### src/rtl/control_pipe.sv
// control_pipe: ID decode plus ID->EX->MEM->WB control bundle registers,
// load-use hazard detection and operand-forward select generation.
// Build option: define CONTROL_PIPE_FWD_EN to enable operand forwarding.
// Without it, fwd_a/fwd_b are tied to 00 and any RAW dependence on an EX or
// MEM writer stalls instead.
module control_pipe #(
    parameter int unsigned REG_AW = 5,
    parameter int unsigned IMM_W  = 32
) (
    input  logic              clk,
    input  logic              rst_n,
    input  logic [31:0]       instr,
    input  logic              id_valid,
    input  logic              LE,
    input  logic              flush,
    output logic              id_branch,
    output logic              id_call,
    output logic              id_jmpl,
    output logic              hazard_stall,
    output logic [3:0]        ex_alu_op,
    output logic              ex_alu_src,
    output logic              ex_psr_en,
    output logic [IMM_W-1:0]  ex_imm,
    output logic [REG_AW-1:0] ex_rd,
    output logic              ex_load,
    output logic              mem_ram_en,
    output logic              mem_ram_rw,
    output logic [1:0]        mem_ram_size,
    output logic [REG_AW-1:0] mem_rd,
    output logic              mem_rf_le,
    output logic              wb_rf_le,
    output logic [REG_AW-1:0] wb_rd,
    output logic [1:0]        wb_sel,
    output logic [1:0]        fwd_a,
    output logic [1:0]        fwd_b
);

    localparam int unsigned OPC_W   = 8;
    localparam int unsigned RS1_LSB = 19;
    localparam int unsigned RS2_LSB = 14;

    localparam logic [OPC_W-1:0] OPC_ADD   = 8'h8A;
    localparam logic [OPC_W-1:0] OPC_SUBCC = 8'h86;
    localparam logic [OPC_W-1:0] OPC_LDUB  = 8'hC4;
    localparam logic [OPC_W-1:0] OPC_STB   = 8'hCA;
    localparam logic [OPC_W-1:0] OPC_BNE   = 8'h12;
    localparam logic [OPC_W-1:0] OPC_SETHI = 8'h0B;
    localparam logic [OPC_W-1:0] OPC_CALL  = 8'h40;
    localparam logic [OPC_W-1:0] OPC_JMPL  = 8'h81;

    localparam logic [1:0] SEL_ALU  = 2'b00;
    localparam logic [1:0] SEL_LOAD = 2'b01;
    localparam logic [1:0] SEL_CALL = 2'b10;
    localparam logic [1:0] SEL_JMPL = 2'b11;

    localparam logic [1:0] FWD_NONE = 2'b00;
    localparam logic [1:0] FWD_EX   = 2'b01;
    localparam logic [1:0] FWD_MEM  = 2'b10;
    localparam logic [1:0] FWD_WB   = 2'b11;

    localparam logic [3:0] ALU_ADD   = 4'd0;
    localparam logic [3:0] ALU_SUB   = 4'd1;
    localparam logic [3:0] ALU_SETHI = 4'd5;

    localparam int unsigned CALL_RD = 15;

    // Control bundle latched into EX; fields for later stages ride along.
    typedef struct packed {
        logic [3:0]        alu_op;
        logic              alu_src;
        logic              psr_en;
        logic [IMM_W-1:0]  imm;
        logic [REG_AW-1:0] rd;
        logic              load;
        logic              rf_le;
        logic              ram_en;
        logic              ram_rw;
        logic [1:0]        ram_size;
        logic [1:0]        wb_sel;
    } ex_bundle_t;

    typedef struct packed {
        logic              ram_en;
        logic              ram_rw;
        logic [1:0]        ram_size;
        logic [REG_AW-1:0] rd;
        logic              rf_le;
        logic [1:0]        wb_sel;
    } mem_bundle_t;

    typedef struct packed {
        logic              rf_le;
        logic [REG_AW-1:0] rd;
        logic [1:0]        wb_sel;
    } wb_bundle_t;

    logic [OPC_W-1:0]  opcode;
    logic [REG_AW-1:0] rs1;
    logic [REG_AW-1:0] rs2;
    logic [REG_AW-1:0] rd_field;
    logic              uses_rs2;
    ex_bundle_t        dec;
    ex_bundle_t        ex_d, ex_q;
    mem_bundle_t       mem_d, mem_q;
    wb_bundle_t        wb_d, wb_q;
    logic              rs1_hit_ex;
    logic              rs2_hit_ex;
    logic              bubble;

    // A destination of r0 never creates a dependence.
    function automatic logic rd_hit(input logic [REG_AW-1:0] rd,
                                    input logic [REG_AW-1:0] rs);
        return (rd != '0) && (rd == rs);
    endfunction

    assign opcode   = instr[31:24];
    assign rs1      = instr[RS1_LSB +: REG_AW];
    assign rs2      = instr[RS2_LSB +: REG_AW];
    assign rd_field = instr[REG_AW-1:0];

    // ID decode into an EX bundle plus combinational control-transfer flags.
    always_comb begin
        dec       = '0;
        id_branch = 1'b0;
        id_call   = 1'b0;
        id_jmpl   = 1'b0;
        uses_rs2  = 1'b0;
        dec.rd    = rd_field;
        dec.imm   = IMM_W'($signed(instr[15:0]));
        unique case (opcode)
            OPC_ADD: begin
                dec.alu_op = ALU_ADD;
                dec.rf_le  = 1'b1;
                uses_rs2   = 1'b1;
            end
            OPC_SUBCC: begin
                dec.alu_op  = ALU_SUB;
                dec.alu_src = 1'b1;
                dec.psr_en  = 1'b1;
                dec.rf_le   = 1'b1;
                uses_rs2    = 1'b1;
            end
            OPC_LDUB: begin
                dec.alu_src  = 1'b1;
                dec.load     = 1'b1;
                dec.ram_en   = 1'b1;
                dec.ram_size = 2'b01;
                dec.ram_rw   = 1'b0;
                dec.rf_le    = 1'b1;
                dec.wb_sel   = SEL_LOAD;
            end
            OPC_STB: begin
                dec.alu_src  = 1'b1;
                dec.ram_en   = 1'b1;
                dec.ram_size = 2'b01;
                dec.ram_rw   = 1'b1;
                uses_rs2     = 1'b1;
            end
            OPC_BNE: begin
                id_branch = id_valid;
            end
            OPC_SETHI: begin
                dec.alu_op  = ALU_SETHI;
                dec.alu_src = 1'b1;
                dec.rf_le   = 1'b1;
                dec.imm     = IMM_W'({instr[21:0], 10'b0});
            end
            OPC_CALL: begin
                id_call    = id_valid;
                dec.rf_le  = 1'b1;
                dec.rd     = REG_AW'(CALL_RD);
                dec.wb_sel = SEL_CALL;
            end
            OPC_JMPL: begin
                id_jmpl    = id_valid;
                dec.wb_sel = SEL_JMPL;
                dec.rf_le  = (rd_field != '0);
            end
            default: begin
                dec = '0;
            end
        endcase
    end

    assign rs1_hit_ex = rd_hit(ex_q.rd, rs1);
    assign rs2_hit_ex = uses_rs2 && rd_hit(ex_q.rd, rs2);

    // Stall detection: load-use always; without forwarding, any EX/MEM RAW too.
    always_comb begin
        hazard_stall = 1'b0;
        if (id_valid) begin
            hazard_stall = ex_q.load && (rs1_hit_ex || rs2_hit_ex);
`ifndef CONTROL_PIPE_FWD_EN
            if (ex_q.rf_le && (rs1_hit_ex || rs2_hit_ex)) begin
                hazard_stall = 1'b1;
            end
            if (mem_q.rf_le &&
                (rd_hit(mem_q.rd, rs1) || (uses_rs2 && rd_hit(mem_q.rd, rs2)))) begin
                hazard_stall = 1'b1;
            end
`endif
        end
    end

`ifdef CONTROL_PIPE_FWD_EN
    // Forward source for one operand; nearest producer wins.
    function automatic logic [1:0] fwd_pick(input logic [REG_AW-1:0] rs);
        logic [1:0] sel;
        sel = FWD_NONE;
        if (ex_q.rf_le && !ex_q.load && rd_hit(ex_q.rd, rs)) begin
            sel = FWD_EX;
        end else if (mem_q.rf_le && rd_hit(mem_q.rd, rs)) begin
            sel = FWD_MEM;
        end else if (wb_q.rf_le && rd_hit(wb_q.rd, rs)) begin
            sel = FWD_WB;
        end
        return sel;
    endfunction

    // Operand-forward selects, evaluated every cycle regardless of LE.
    always_comb begin
        fwd_a = fwd_pick(rs1);
        fwd_b = fwd_pick(rs2);
    end
`else
    // Forwarding absent: operands always come from the register file.
    always_comb begin
        fwd_a = FWD_NONE;
        fwd_b = FWD_NONE;
    end
`endif

    // Next-state for each stage; a squashed or stalled ID becomes a bubble.
    always_comb begin
        bubble = !id_valid || flush || hazard_stall;
        ex_d   = bubble ? '0 : dec;

        mem_d          = '0;
        mem_d.ram_en   = ex_q.ram_en;
        mem_d.ram_rw   = ex_q.ram_rw;
        mem_d.ram_size = ex_q.ram_size;
        mem_d.rd       = ex_q.rd;
        mem_d.rf_le    = ex_q.rf_le;
        mem_d.wb_sel   = ex_q.wb_sel;

        wb_d        = '0;
        wb_d.rf_le  = mem_q.rf_le;
        wb_d.rd     = mem_q.rd;
        wb_d.wb_sel = mem_q.wb_sel;
    end

    // Stage registers: synchronous clear, otherwise advance only when LE=1.
    always_ff @(posedge clk) begin
        if (!rst_n) begin
            ex_q  <= '0;
            mem_q <= '0;
            wb_q  <= '0;
        end else if (LE) begin
            ex_q  <= ex_d;
            mem_q <= mem_d;
            wb_q  <= wb_d;
        end
    end

    assign ex_alu_op    = ex_q.alu_op;
    assign ex_alu_src   = ex_q.alu_src;
    assign ex_psr_en    = ex_q.psr_en;
    assign ex_imm       = ex_q.imm;
    assign ex_rd        = ex_q.rd;
    assign ex_load      = ex_q.load;
    assign mem_ram_en   = mem_q.ram_en;
    assign mem_ram_rw   = mem_q.ram_rw;
    assign mem_ram_size = mem_q.ram_size;
    assign mem_rd       = mem_q.rd;
    assign mem_rf_le    = mem_q.rf_le;
    assign wb_rf_le     = wb_q.rf_le;
    assign wb_rd        = wb_q.rd;
    assign wb_sel       = wb_q.wb_sel;

endmodule
### config.mk
export PLATFORM = sky130hd
export DESIGN_NAME = control_pipe
export DESIGN_NICKNAME = d
export VERILOG_FILES = /design/src/rtl/control_pipe.sv
export SDC_FILE = /design/constraint.sdc
export NUM_CORES = 1
export LEC_CHECK = 0
export BUFFER_PORTS_ARGS = -buffer_cell sky130_fd_sc_hd__buf_4
export CORE_ASPECT_RATIO = 0.75
export CORE_MARGIN = 3
export CORE_UTILIZATION = 55
export DETAILED_ROUTE_END_ITERATION = 16
export GPL_ROUTABILITY_DRIVEN = 0
export HOLD_SLACK_MARGIN = 0.08
export PLACE_DENSITY = 0.87
export SETUP_SLACK_MARGIN = 0.2
export SLEW_MARGIN = 5
export SYNTH_ARGS = -nofsm -noshare
export SYNTH_HDL_FRONTEND = slang
export SYNTH_SLANG_ARGS = --single-unit
### constraint.sdc
create_clock -name clk -period 4 [get_ports clk]
set_clock_uncertainty 0.15 [all_clocks]
set_input_delay 0.4 -clock clk [delete_from_list [all_inputs] [get_ports clk]]
set_output_delay 0.4 -clock clk [all_outputs]
set_load 0.05 [all_outputs]
=== After elaboration in Yosys (flattened, before gate mapping) ===
Cells that the tools add are included.

* Register bits after elaboration: 71
* Input port bits: 37
* Output and inout bits: 70

* Eq/ne operators: 12
* Mux-type cells: 17
* Reductions and logical operators: 22

{| class="wikitable"
|+ Operator list
! cell !! count
|-
| $pmux 32 s2 || 1
|-
| $mux 51 || 1
|-
| $eq 8x8->1 const B || 5
|-
| $eq 5x5->1 || 4
|-
| $reduce_bool 5->1 || 3
|-
| $reduce_or 7->1 || 2
|-
| $mux 1 || 10
|-
| $pmux 5 s2 || 1
|-
| $logic_and 1x1->1 || 9
|-
| $eq 8x4->1 const B || 1
|-
| $eq 8x5->1 const B || 1
|-
| $eq 8x7->1 const B || 1
|-
| $pmux 4 s2 || 1
|-
| $pmux 2 s3 || 1
|-
| $pmux 3 s2 || 1
|-
| $reduce_or 5->1 || 1
|-
| $logic_or 1x1->1 || 4
|-
| $reduce_or 4->1 || 1
|-
| $reduce_or 3->1 || 1
|-
| $pmux 1 s2 || 1
|-
| $logic_not 1->1 || 1
|}

=== Logic depth before layout (Yosys ltp) ===
Gate-level depths: netlist of run 1.

* Depth in word-level cells: 11
* Gate-level depth with buffers: 9
* Mapped depth without buffers: 6

=== Worst setup path before layout of run 1 ===
OpenSTA, ideal clock, no wires.

* Path kind: input-to-output
* Start: input instr[28]
* End: output hazard_stall
* Data arrival time: 1.902 ns
* Data required time: 3.450 ns
* Path slack: 1.548 ns
* Cell stages on the path: 5
* Path buffers: 0
* Cells stage by stage: nor4b_1 -> o211a_1 -> and4_4 -> a31o_4 -> o21a_1

* Longest elaborated chain between the ends: 9

{| class="wikitable"
|+ Ends and longest elaborated chain
! element !! RTL line !! source
|-
| from (decl) || 12 || <nowiki>input logic [31:0] instr,</nowiki>
|-
| $eq 8x8->1 || 130 || <nowiki>unique case (opcode)</nowiki>
|-
| $reduce_or 3->1 (no line) * || - ||
|-
| $mux 1 * || 130 ||
|-
| $logic_and 1x1->1 || 186 || <nowiki>assign rs2_hit_ex = uses_rs2 && rd_hit(ex_q.rd, rs2);</nowiki>
|-
| $logic_or 1x1->1 || 192, 194 ||
|-
| $logic_and 1x1->1 (on tied branches) || 192, 194 ||
|-
| $mux 1 || 194 || <nowiki>if (ex_q.rf_le && (rs1_hit_ex || rs2_hit_ex)) begin</nowiki>
|-
| $mux 1 * || 197 || <nowiki>if (mem_q.rf_le &&</nowiki>
|-
| $mux 1 * || 191 || <nowiki>if (id_valid) begin</nowiki>
|-
| to (decl) || 19 || <nowiki>output logic hazard_stall,</nowiki>
|}

Mark *: on every way between the ends. The rest lies on a longest branch, timed or not.

=== Worst setup path in the final report of run 1 ===
* Start: register mem_q (netlist bit mem_rd[1])
* End: output hazard_stall

* Longest elaborated chain between the ends: 7

{| class="wikitable"
|+ Ends and longest elaborated chain
! element !! RTL line !! source
|-
| from (decl) || 104 || <nowiki>mem_bundle_t mem_d, mem_q;</nowiki>
|-
| from (signal assigned) || 260 || <nowiki>mem_q <= mem_d;</nowiki>
|-
| $eq 5x5->1 or $reduce_bool 5->1 (tied branches) || 113 || <nowiki>return (rd != '0) && (rd == rs);</nowiki>
|-
| $logic_and 1x1->1 || 113 ||
|-
| $logic_and 1x1->1 || 198 || <nowiki>(rd_hit(mem_q.rd, rs1) || (uses_rs2 && rd_hit(mem_q.rd, rs2)))) begin</nowiki>
|-
| $logic_or 1x1->1 * || 198 ||
|-
| $logic_and 1x1->1 * || 197 ||
|-
| $mux 1 * || 197 ||
|-
| $mux 1 * || 191 ||
|}

Marked as above.

==> impl_metrics.env, run 1 <==
export IMPL_power_share_clock=0.413
export IMPL_grt_pass1_wl_um=12680
export IMPL_final_min_clock_period_ps=2817
export IMPL_final_core_util=0.6722
export IMPL_die_w_um=96.38
export IMPL_critPathMaxStageDelay_ps=550
export IMPL_num_rows=24
export IMPL_timing_fmax_ghz=0.3550
export IMPL_grt_pass1_vias=2520
export IMPL_finalSetupViolations=0
export IMPL_power_density_nw_per_um2=340.0
export IMPL_synth_flop_cell="dfxtp_1"
export IMPL_cts_max_path_buffers=2
export IMPL_seq_area_frac_synth=0.3862
export IMPL_clockRootBuffer="clkbuf_8"
export IMPL_via_per_inst=5.620
export IMPL_fin_crit_sh=0.7041
export IMPL_clock_latency_ps=340
export IMPL_synth_mux_area_frac=0.05347
export IMPL_post_drt_wl_per_cell_um=16.71
export IMPL_p_int_mw=1.009
export IMPL_critPathKind="reg -> out"
export IMPL_synthAdderAreaFrac=0
export IMPL_core_area_um2=5886
export IMPL_cts_htree_levels=3
export IMPL_hpwl_um=5977
export IMPL_seqPwrFrac=0.484
export IMPL_area_growth_pct=17.42
export IMPL_p_leak_nw=1.913
export IMPL_synth_area_um2=3369
export IMPL_p_switching_mw=0.3362
export IMPL_status="completed"
export IMPL_synth_seq_cells=65
export IMPL_power_frac_comb=0.103
export IMPL_rsz0062_at_grt="no"
export IMPL_cts_sink_count=65
export IMPL_path_cells="or4_1 > o21a_1 > and4_4 > a31o_4 > o21a_1 > buf_4"
export IMPL_overflow=0
export IMPL_n_antenna_cell=0
export IMPL_fp_dieH_um=73.79
export IMPL_ant_nets=0
export IMPL_drt_total_wl_um=8138
export IMPL_fillCellCount=484
export IMPL_antenna_found_initial=0
export IMPL_firstDrtPassIters=5
export IMPL_synth_top_family_by_area="compound AO/OA/AOI/OAI gates"
export IMPL_max_slew_margin=0.4692
export IMPL_async_flop_share=0
export IMPL_setup_tns_final_ps=0
export IMPL_tightest_slew_ps=788.9
export IMPL_ios=107
export IMPL_max_cap_violations=0
export IMPL_yosysWarnings=0
export IMPL_yosys_cell_types_count=51
export IMPL_nets=441
export IMPL_worst_path_max_fanout=6
export IMPL_cts_made_buffers=9
export IMPL_finalHoldViolCount=0
export IMPL_drc=0
export IMPL_min_delay_path_class="in -> reg"
export IMPL_cts_resized=0
export IMPL_end_kind="output pin"
export IMPL_synth_simple_area_share=0.1623
export IMPL_syn_instance_count=359
export IMPL_grt_use_total=0.2317
export IMPL_hold_buffers=0
export IMPL_crit_family="simple AND/OR/NAND/NOR gates"
export IMPL_p_sw_frac=0.2499
export IMPL_synth_edf_count=0
export IMPL_synth_compound_area_share=0.1946
export IMPL_ir_worst_vdd_v=0.0001716
export IMPL_drtIter0Drc=139
export IMPL_avgSynthCellArea_um2=9.386
export IMPL_die_area_um2=7111
export IMPL_arrival_ps=2270
export IMPL_start_kind="flop"
export IMPL_clk_pin_slew_worst_paths_ps=70
export IMPL_layout_drive_gt1_share=0.3032
export IMPL_start_util=0.5725
export IMPL_cts_tree="built"
export IMPL_worst_ep_required_time_ps=3450
export IMPL_vias=2737
export IMPL_crit_slowest_cell="or4_1"
export IMPL_cp_common_cell="o21a_1"
export IMPL_io_buffers=99
export IMPL_grt_max_degree=32
export IMPL_post_cts_repair_setup_buffers=0
export IMPL_drv_slew=0
export IMPL_synth_xor_area_frac=0.05459
export IMPL_cp_num_buf_inv=1
-- worst reg2reg max path, cell delays in order (launching register included) --
cell	delay, ps
dfxtp_1	390
or4_1	550
o21a_1	220
and4_4	180
a31o_4	210
nor3b_4	550
a22o_1	220
-- synth_stat cells (3+ instances only) --
cell | number | area, um^2
xor2_1 | 13 | 113.9
or4_1 | 3 | 22.52
nor2_1 | 13 | 48.80
buf_4 | 52 | 390.4
o21ai_0 | 15 | 75.07
nor4_1 | 3 | 18.77
dfxtp_1 | 65 | 1301
nand2b_1 | 5 | 31.28
buf_2 | 4 | 20.02
nand2_1 | 23 | 86.33
o31ai_1 | 6 | 45.04
a32o_1 | 10 | 100.1
and2_1 | 3 | 18.77
xnor2_1 | 8 | 70.07
nor3_1 | 7 | 35.03
clkbuf_1 | 10 | 37.54
a21o_1 | 17 | 127.6
nor2b_1 | 19 | 118.9
nand3_1 | 3 | 15.01
mux2i_1 | 18 | 180.2
a22o_1 | 20 | 175.2
a22oi_1 | 5 | 37.54
-- through the flow --
stage          power [mW]  worst slack [ps]  cell area, um^2  hold slack, ps  std cells
2_1_floorplan      0.7566              1548             3392           274.8        365
3_3_place_gp       0.8003              1321             3752           287.4        471
3_5_place_dp       0.8027              1266             3752           298.8        471
4_1_cts             1.352              1176             3956           157.4        487
5_1_grt             1.387              1031             3956           164.7        487
6_report            1.345              1183             3956           169.9        487
-- area by class of cell --
| type | instances | area, um^2 | share of cell area |
|---|---|---|---|
| multi-input cells | 226 | 1595 | 0.4032 |
| flip-flops and latches | 65 | 1301 | 0.3289 |
| repair buffers | 100 | 750.7 | 0.1898 |
| clock buffers | 10 | 137.6 | 0.03479 |
| well taps | 78 | 97.59 | 0.02467 |
| clock inverters | 6 | 66.31 | 0.01676 |
| inverters | 2 | 7.507 | 0.001898 |
-- layout by cell type, fill, tap and decap left out, types with 2 or more instances in the layout --
| master | count |
|---|---|
| buf_4 | 100 |
| nor2b_1 | 18 |
| o31ai_1 | 6 |
| a22oi_1 | 5 |
| o21ai_0 | 15 |
| nand2b_1 | 5 |
| clkinv_4 | 2 |
| nand2_1 | 23 |
| or4_1 | 3 |
| nor2_1 | 13 |
| nand3_1 | 3 |
| a32o_1 | 10 |
| xor2_1 | 13 |
| inv_1 | 2 |
| a21oi_1 | 2 |
| nor4_1 | 3 |
| and4_1 | 2 |
| conb_1 | 7 |
| and3_1 | 2 |
| nand4_1 | 2 |
| a21o_1 | 17 |
| and2_1 | 3 |
| xnor2_1 | 8 |
| dfxtp_1 | 65 |
| nor3_1 | 7 |
| clkbuf_8 | 10 |
| mux2i_1 | 18 |
| clkinv_2 | 2 |
| a22o_1 | 20 |
| o21a_1 | 2 |
-- state kept, by name, summed over array words and instances (netlist names) --
| name | flops |
|---|---|
| ex_imm | 32 |
| ex_q | 5 |
| ex_rd | 5 |
| mem_rd | 5 |
| wb_rd | 5 |
| ex_alu_op | 2 |
| mem_q | 2 |
| wb_sel | 2 |
| ex_alu_src | 1 |
| ex_load | 1 |
| ex_psr_en | 1 |
| mem_ram_rw | 1 |
| mem_ram_size | 1 |
| mem_rf_le | 1 |
| wb_rf_le | 1 |
-- power by group through the flow --
| stage | sequential [mW] | combinational [mW] | clock, mW |
|---|---|---|---|
| finish | 0.652 | 0.138 | 0.555 |
| global route | 0.651 | 0.147 | 0.588 |
| CTS | 0.651 | 0.137 | 0.564 |
| detailed placement | 0.666 | 0.136 | 0 |
| global placement | 0.666 | 0.134 | 0 |
| floorplan | 0.666 | 0.0906 | 0 |
-- cell families after synthesis --
logic type	Yosys count
AOI/OAI and AO/OA	84
xor gates and xnor gates	21
buffers and inverters	74
DFF	65
muxes	18
other	1
and+or+nand+nor	96
-- routing by layer --
metal,track usage,part of all wire
met1,0.3203,0.45
met3,0.05834,0.082
met5,0,0
met4,0.09487,0.018
met2,0.3443,0.45
-- path summary, 6_finish.rpt --
kind	slack, ps	depth (start not counted)	start	end
min	170	2	instr[8]	ex_imm[8]
min reg2reg	310	2	ex_imm[25]	ex_imm[25]
max	1180	6	mem_rd[1]	hazard_stall
max reg2reg	1480	6	mem_rd[1]	ex_imm[19]
(Power assumes the default switching activity.)
==> run 2: changes to the inputs <==
- CORE_UTILIZATION: 55 -> 51
- PLACE_DENSITY: 0.87 -> 0.82
- clock period: 4 -> 2.7 ns (I/O delays scaled with it)
==> impl_metrics.env, run 2 (synthesis results as in run 1) <==
export IMPL_grt_pass1_wl_um=14640
export IMPL_max_slew_margin=0.5131
export IMPL_arrival_ps=2150
export IMPL_min_delay_path_class="in -> reg"
export IMPL_drv_slew=0
export IMPL_core_area_um2=6096
export IMPL_die_area_um2=7628
export IMPL_die_w_um=99.86
export IMPL_vias=2878
export IMPL_critPathKind="reg -> out"
export IMPL_io_buffers=99
export IMPL_post_drt_wl_per_cell_um=17.94
export IMPL_grt_pass1_vias=2745
export IMPL_nets=459
export IMPL_crit_family="simple AND/OR/NAND/NOR gates"
export IMPL_worstHoldEndpoint="ex_imm[25]"
export IMPL_overflow=0
export IMPL_place_area_um2=3795
export IMPL_ant_nets=0
export IMPL_worstReg2RegEnd="ex_imm[30]"
export IMPL_r2r_slack_ps=350
export IMPL_cts_sink_count=65
export IMPL_finalSetupViolations=0
export IMPL_drt_total_wl_um=9062
export IMPL_fp_dieH_um=76.39
export IMPL_min_path_cells=3
export IMPL_fillCellCount=470
export IMPL_cts_tree="built"
export IMPL_crit_slowest_cell="or4_1"
export IMPL_post_route_cell_area_um2=4150
export IMPL_worst_path_max_fanout=2
export IMPL_reg2reg_depth=8
export IMPL_start_util=0.5528
export IMPL_cts_max_path_buffers=2
export IMPL_tightest_slew_ps=727.0
export IMPL_clk_pin_slew_worst_paths_ps=70
export IMPL_cp_common_cell="o21a_1"
export IMPL_r2r_start="mem_rd[2]"
export IMPL_largest_reg_flops=32
export IMPL_firstDrtPassIters=5
export IMPL_cp_num_buf_inv=1
export IMPL_p_leak_nw=1.982
export IMPL_cts_made_buffers=9
export IMPL_ios=107
export IMPL_layout_drive_gt1_share=0.3279
export IMPL_area_growth_pct=23.17
export IMPL_n_antenna_cell=0
export IMPL_rsz0062_at_grt="yes"
export IMPL_start_kind="flop"
export IMPL_grt_use_total=0.2407
export IMPL_fin_crit_sh=0.9510
export IMPL_setup_tns_final_ps=0
export IMPL_layout_common_cells="buf_4 (106), dfxtp_1 (60), nand2_1 (21)"
export IMPL_critPathMaxStageDelay_ps=520
export IMPL_timing_fmax_ghz=0.3894
export IMPL_power_density_nw_per_um2=487.3
export IMPL_final_common_cell="buf_4"
export IMPL_num_rows=24
export IMPL_end_kind="output pin"
export IMPL_clock_latency_ps=340
export IMPL_final_core_util=0.6808
export IMPL_ir_worst_vdd_v=0.0002432
export IMPL_clockRootBuffer="clkbuf_8"
export IMPL_finalHoldViolCount=0
export IMPL_via_per_inst=5.699
export IMPL_status="completed"
export IMPL_grt_max_degree=32
export IMPL_drtIter0Drc=218
export IMPL_antenna_found_initial=0
export IMPL_hp_start="instr[15]"
export IMPL_drc=0
export IMPL_worst_ep_required_time_ps=2280
export IMPL_final_min_clock_period_ps=2568
export IMPL_path_cells="or4_1 > o21a_1 > and4_4 > a31o_4 > o21a_1 > buf_6"
export IMPL_max_cap_violations=0
export IMPL_cts_htree_levels=3
export IMPL_hpwl_um=6165
-- run 2: cell count changes in the layout (fill, tap and decap cells not counted), moves of 2 or more --
cell and delta:
buf_4 +6, clkinv_4 -2, clkinvlp_4 +3, dfxtp_1 -5, dfxtp_2 +3, dfxtp_4 +2, dlygate4sd3_1 +10, nand2_1 -2
nand2_2 +2
-- run 2: cell type report --
cell class / count / area, um^2 / share of cell area
clock inverter: 6 / 66.31 / 0.01598
tap: 78 / 97.59 / 0.02352
sequential: 65 / 1313 / 0.3162
clock buffer: 10 / 137.6 / 0.03316
inverter: 2 / 7.507 / 0.001809
timing repair buffer: 118 / 927.1 / 0.2234
multi-input combinational: 226 / 1602 / 0.3859
-- run 2: per-layer routing --
layer	wire length, um	share of wire	vias up	global-route usage
met1	4042	0.45	1372	0.3316
met2	4096	0.45	145	0.3628
met5	0	0	-	0
li1	-	-	1345	-
met3	796	0.088	16	0.07960
met4	127	0.014	0	0.05730
-- run 2: worst max path at each step --
stage,slack (ps),endpoint,start,cells past startpoint
after detailed placement,280,ex_q[4],mem_rd[1],6
after floorplan,510,hazard_stall,instr[28],5
final,130,hazard_stall,mem_rd[2],6
after global routing,80,hazard_stall,mem_rd[2],6
after CTS,130,hazard_stall,mem_rd[2],6
after global placement,310,ex_q[4],mem_rd[1],6
-- run 2: timing repair --
item,CTS,global route
hold endpoints to repair,10,0
buffers inserted,4,0
gates cloned,0,0
pin swaps,3,0
hold buffers,10,0
endpoints found under the setup margin,1,18
resized for setup,6,5
-- run 2: power by group --
group	leakage [nW]	switching (mW)	internal, mW
Combinational	1.36	0.134	0.0916
Clock	0.0949	0.381	0.452
Sequential	0.527	0.00329	0.960
Total	1.98	0.518	1.50
-- run 2: tightest hold or removal path, cell delays in order --
cell,delay [ps]
buf_4,140
inv_1,50
o31ai_1,70
-- run 2: metrics by stage --
step	hold slack [ps]	cells	setup slack [ps]	power, mW
global placement	288.6	475	309.7	1.191
global route	98.02	505	83.03	2.102
CTS	91.74	505	133.0	2.025
detailed placement	299.1	475	283.8	1.195
finish	100.1	505	132.3	2.022
floorplan	265.0	365	508.1	1.121
==> run 3: changes to the inputs <==
- REMOVE_ABC_BUFFERS: not set -> 1
==> impl_metrics.env, run 3 (synthesis results as in run 1) <==
export IMPL_die_w_um=99.86
export IMPL_max_slew_margin=0.5426
export IMPL_met3_length_um=760
export IMPL_worst_path_max_fanout=2
export IMPL_drtIter0Drc=139
export IMPL_grt_pass1_vias=2865
export IMPL_timing_fmax_ghz=0.3951
export IMPL_worst_ep_required_time_ps=2280
export IMPL_rsz0062_at_grt="yes"
export IMPL_fp_dieH_um=76.39
export IMPL_start_kind="flop"
export IMPL_met2WireLength_um=4115
export IMPL_layout_drive_gt1_share=0.3271
export IMPL_min_path_cells=3
export IMPL_nets=463
export IMPL_grt_pass1_wl_um=14370
export IMPL_layout_common_cells="buf_4 (111), dfxtp_1 (60), nand2_1 (22)"
export IMPL_hpwl_um=6078
export IMPL_fin_crit_sh=0.9374
export IMPL_ant_nets=0
export IMPL_p_leak_nw=2.012
export IMPL_n_antenna_cell=0
export IMPL_cts_sink_count=65
export IMPL_setup_tns_final_ps=0
export IMPL_num_rows=24
export IMPL_grt_use_total=0.2332
export IMPL_ir_worst_vdd_v=0.0002817
export IMPL_dp_slack_ps=401.6
export IMPL_status="completed"
export IMPL_drc=0
export IMPL_ios=107
export IMPL_grt_max_degree=48
export IMPL_post_drt_wl_per_cell_um=17.45
export IMPL_final_common_cell="buf_4"
export IMPL_clock_latency_ps=340
export IMPL_vias=2852
export IMPL_via_per_inst=5.603
export IMPL_cts_tree="built"
export IMPL_reg2reg_depth=8
export IMPL_post_route_cell_area_um2=4159
export IMPL_ff_latch_area_um2=1315
export IMPL_arrival_ps=2110
export IMPL_core_area_um2=6096
export IMPL_firstDrtPassIters=4
export IMPL_clockRootBuffer="clkbuf_8"
export IMPL_tightest_slew_ps=680.9
export IMPL_place_area_um2=3802
export IMPL_die_area_um2=7628
export IMPL_clk_pin_slew_worst_paths_ps=70
export IMPL_end_kind="output pin"
export IMPL_io_buffers=99
export IMPL_antenna_found_initial=0
export IMPL_wl_met1_um=3927
export IMPL_drv_slew=0
export IMPL_power_density_nw_per_um2=477.3
export IMPL_fillCellCount=492
export IMPL_largest_reg_flops=32
export IMPL_highest_layer="met4"
export IMPL_min_delay_path_class="in -> reg"
export IMPL_finalSetupViolations=0
export IMPL_critPathKind="reg -> out"
export IMPL_final_min_clock_period_ps=2531
export IMPL_multi_input_area_um2=1607
export IMPL_drt_total_wl_um=8880
export IMPL_area_growth_pct=23.43
export IMPL_start_util=0.5528
export IMPL_cts_max_path_buffers=2
export IMPL_overflow=0
export IMPL_final_setup_worst_slack_ps=169.0
export IMPL_cts_htree_levels=3
export IMPL_max_cap_violations=0
export IMPL_finalHoldViolCount=0
export IMPL_cts_made_buffers=9
[run 3: cell type report]
cell class                      count  share of cell area
Clock buffer                       11             0.03159
Clock inverter                      5             0.01354
Inverter                            2            0.001805
Multi-Input combinational cell    226              0.3863
Sequential cell                    65              0.3162
Tap cell                           78             0.02347
Timing Repair Buffer              122              0.2271
[run 3: per-stage QoR]
| stage | std cells | hold slack, ps | util | power, mW |
|---|---|---|---|---|
| after CTS | 507 | 82.09 | 0.6788 | 1.986 |
| after global placement | 477 | 292.8 | 0.6238 | 1.187 |
| final | 509 | 85.95 | 0.6823 | 1.985 |
| after global routing | 509 | 90.87 | 0.6823 | 2.055 |
| after floorplan | 293 | 248.2 | - | 1.089 |
| after detailed placement | 477 | 308.9 | 0.6238 | 1.191 |
[run 3: path summary, 6_finish.rpt]
path / startpoint / end / slack [ps]
worst min register to register: ex_imm[3] / ex_imm[3] / 320
worst max register to register: mem_rd[2] / ex_rd[3] / 320
worst min-delay path: instr[15] / ex_imm[25] / 90
worst max-delay path: mem_rd[2] / hazard_stall / 170
[run 3: routing by layer]
metal	vias to the layer above	track usage
li1	1352	-
met2	129	0.3728
met1	1363	0.3088
met5	-	0
met3	8	0.06313
met4	0	0.06412
[run 3: critical path, stage by stage, from the launching register on]
cell     delay, ps
dfxtp_4        340
or4_4          520
o21a_1         200
buf_4          130
nand4_1        140
nand2_2         80
o21a_1         200
buf_6          150
[run 3: what timing repair did]
item                                    CTS  global route
hold endpoints to repair                 10             0
setup buffers                             4             2
hold buffers                             10             0
resized for setup                         9             2
endpoints found under the setup margin    1             2
pin swaps                                 3             2
gates cloned                              0             0
[run 3: power by group]
part | switching [mW] | leakage (nW) | total [mW] | internal (mW)
registers | 0.00315 | 0.527 | 0.962 | 0.959
clock network | 0.377 | 0.0933 | 0.802 | 0.426
logic | 0.130 | 1.39 | 0.221 | 0.0906
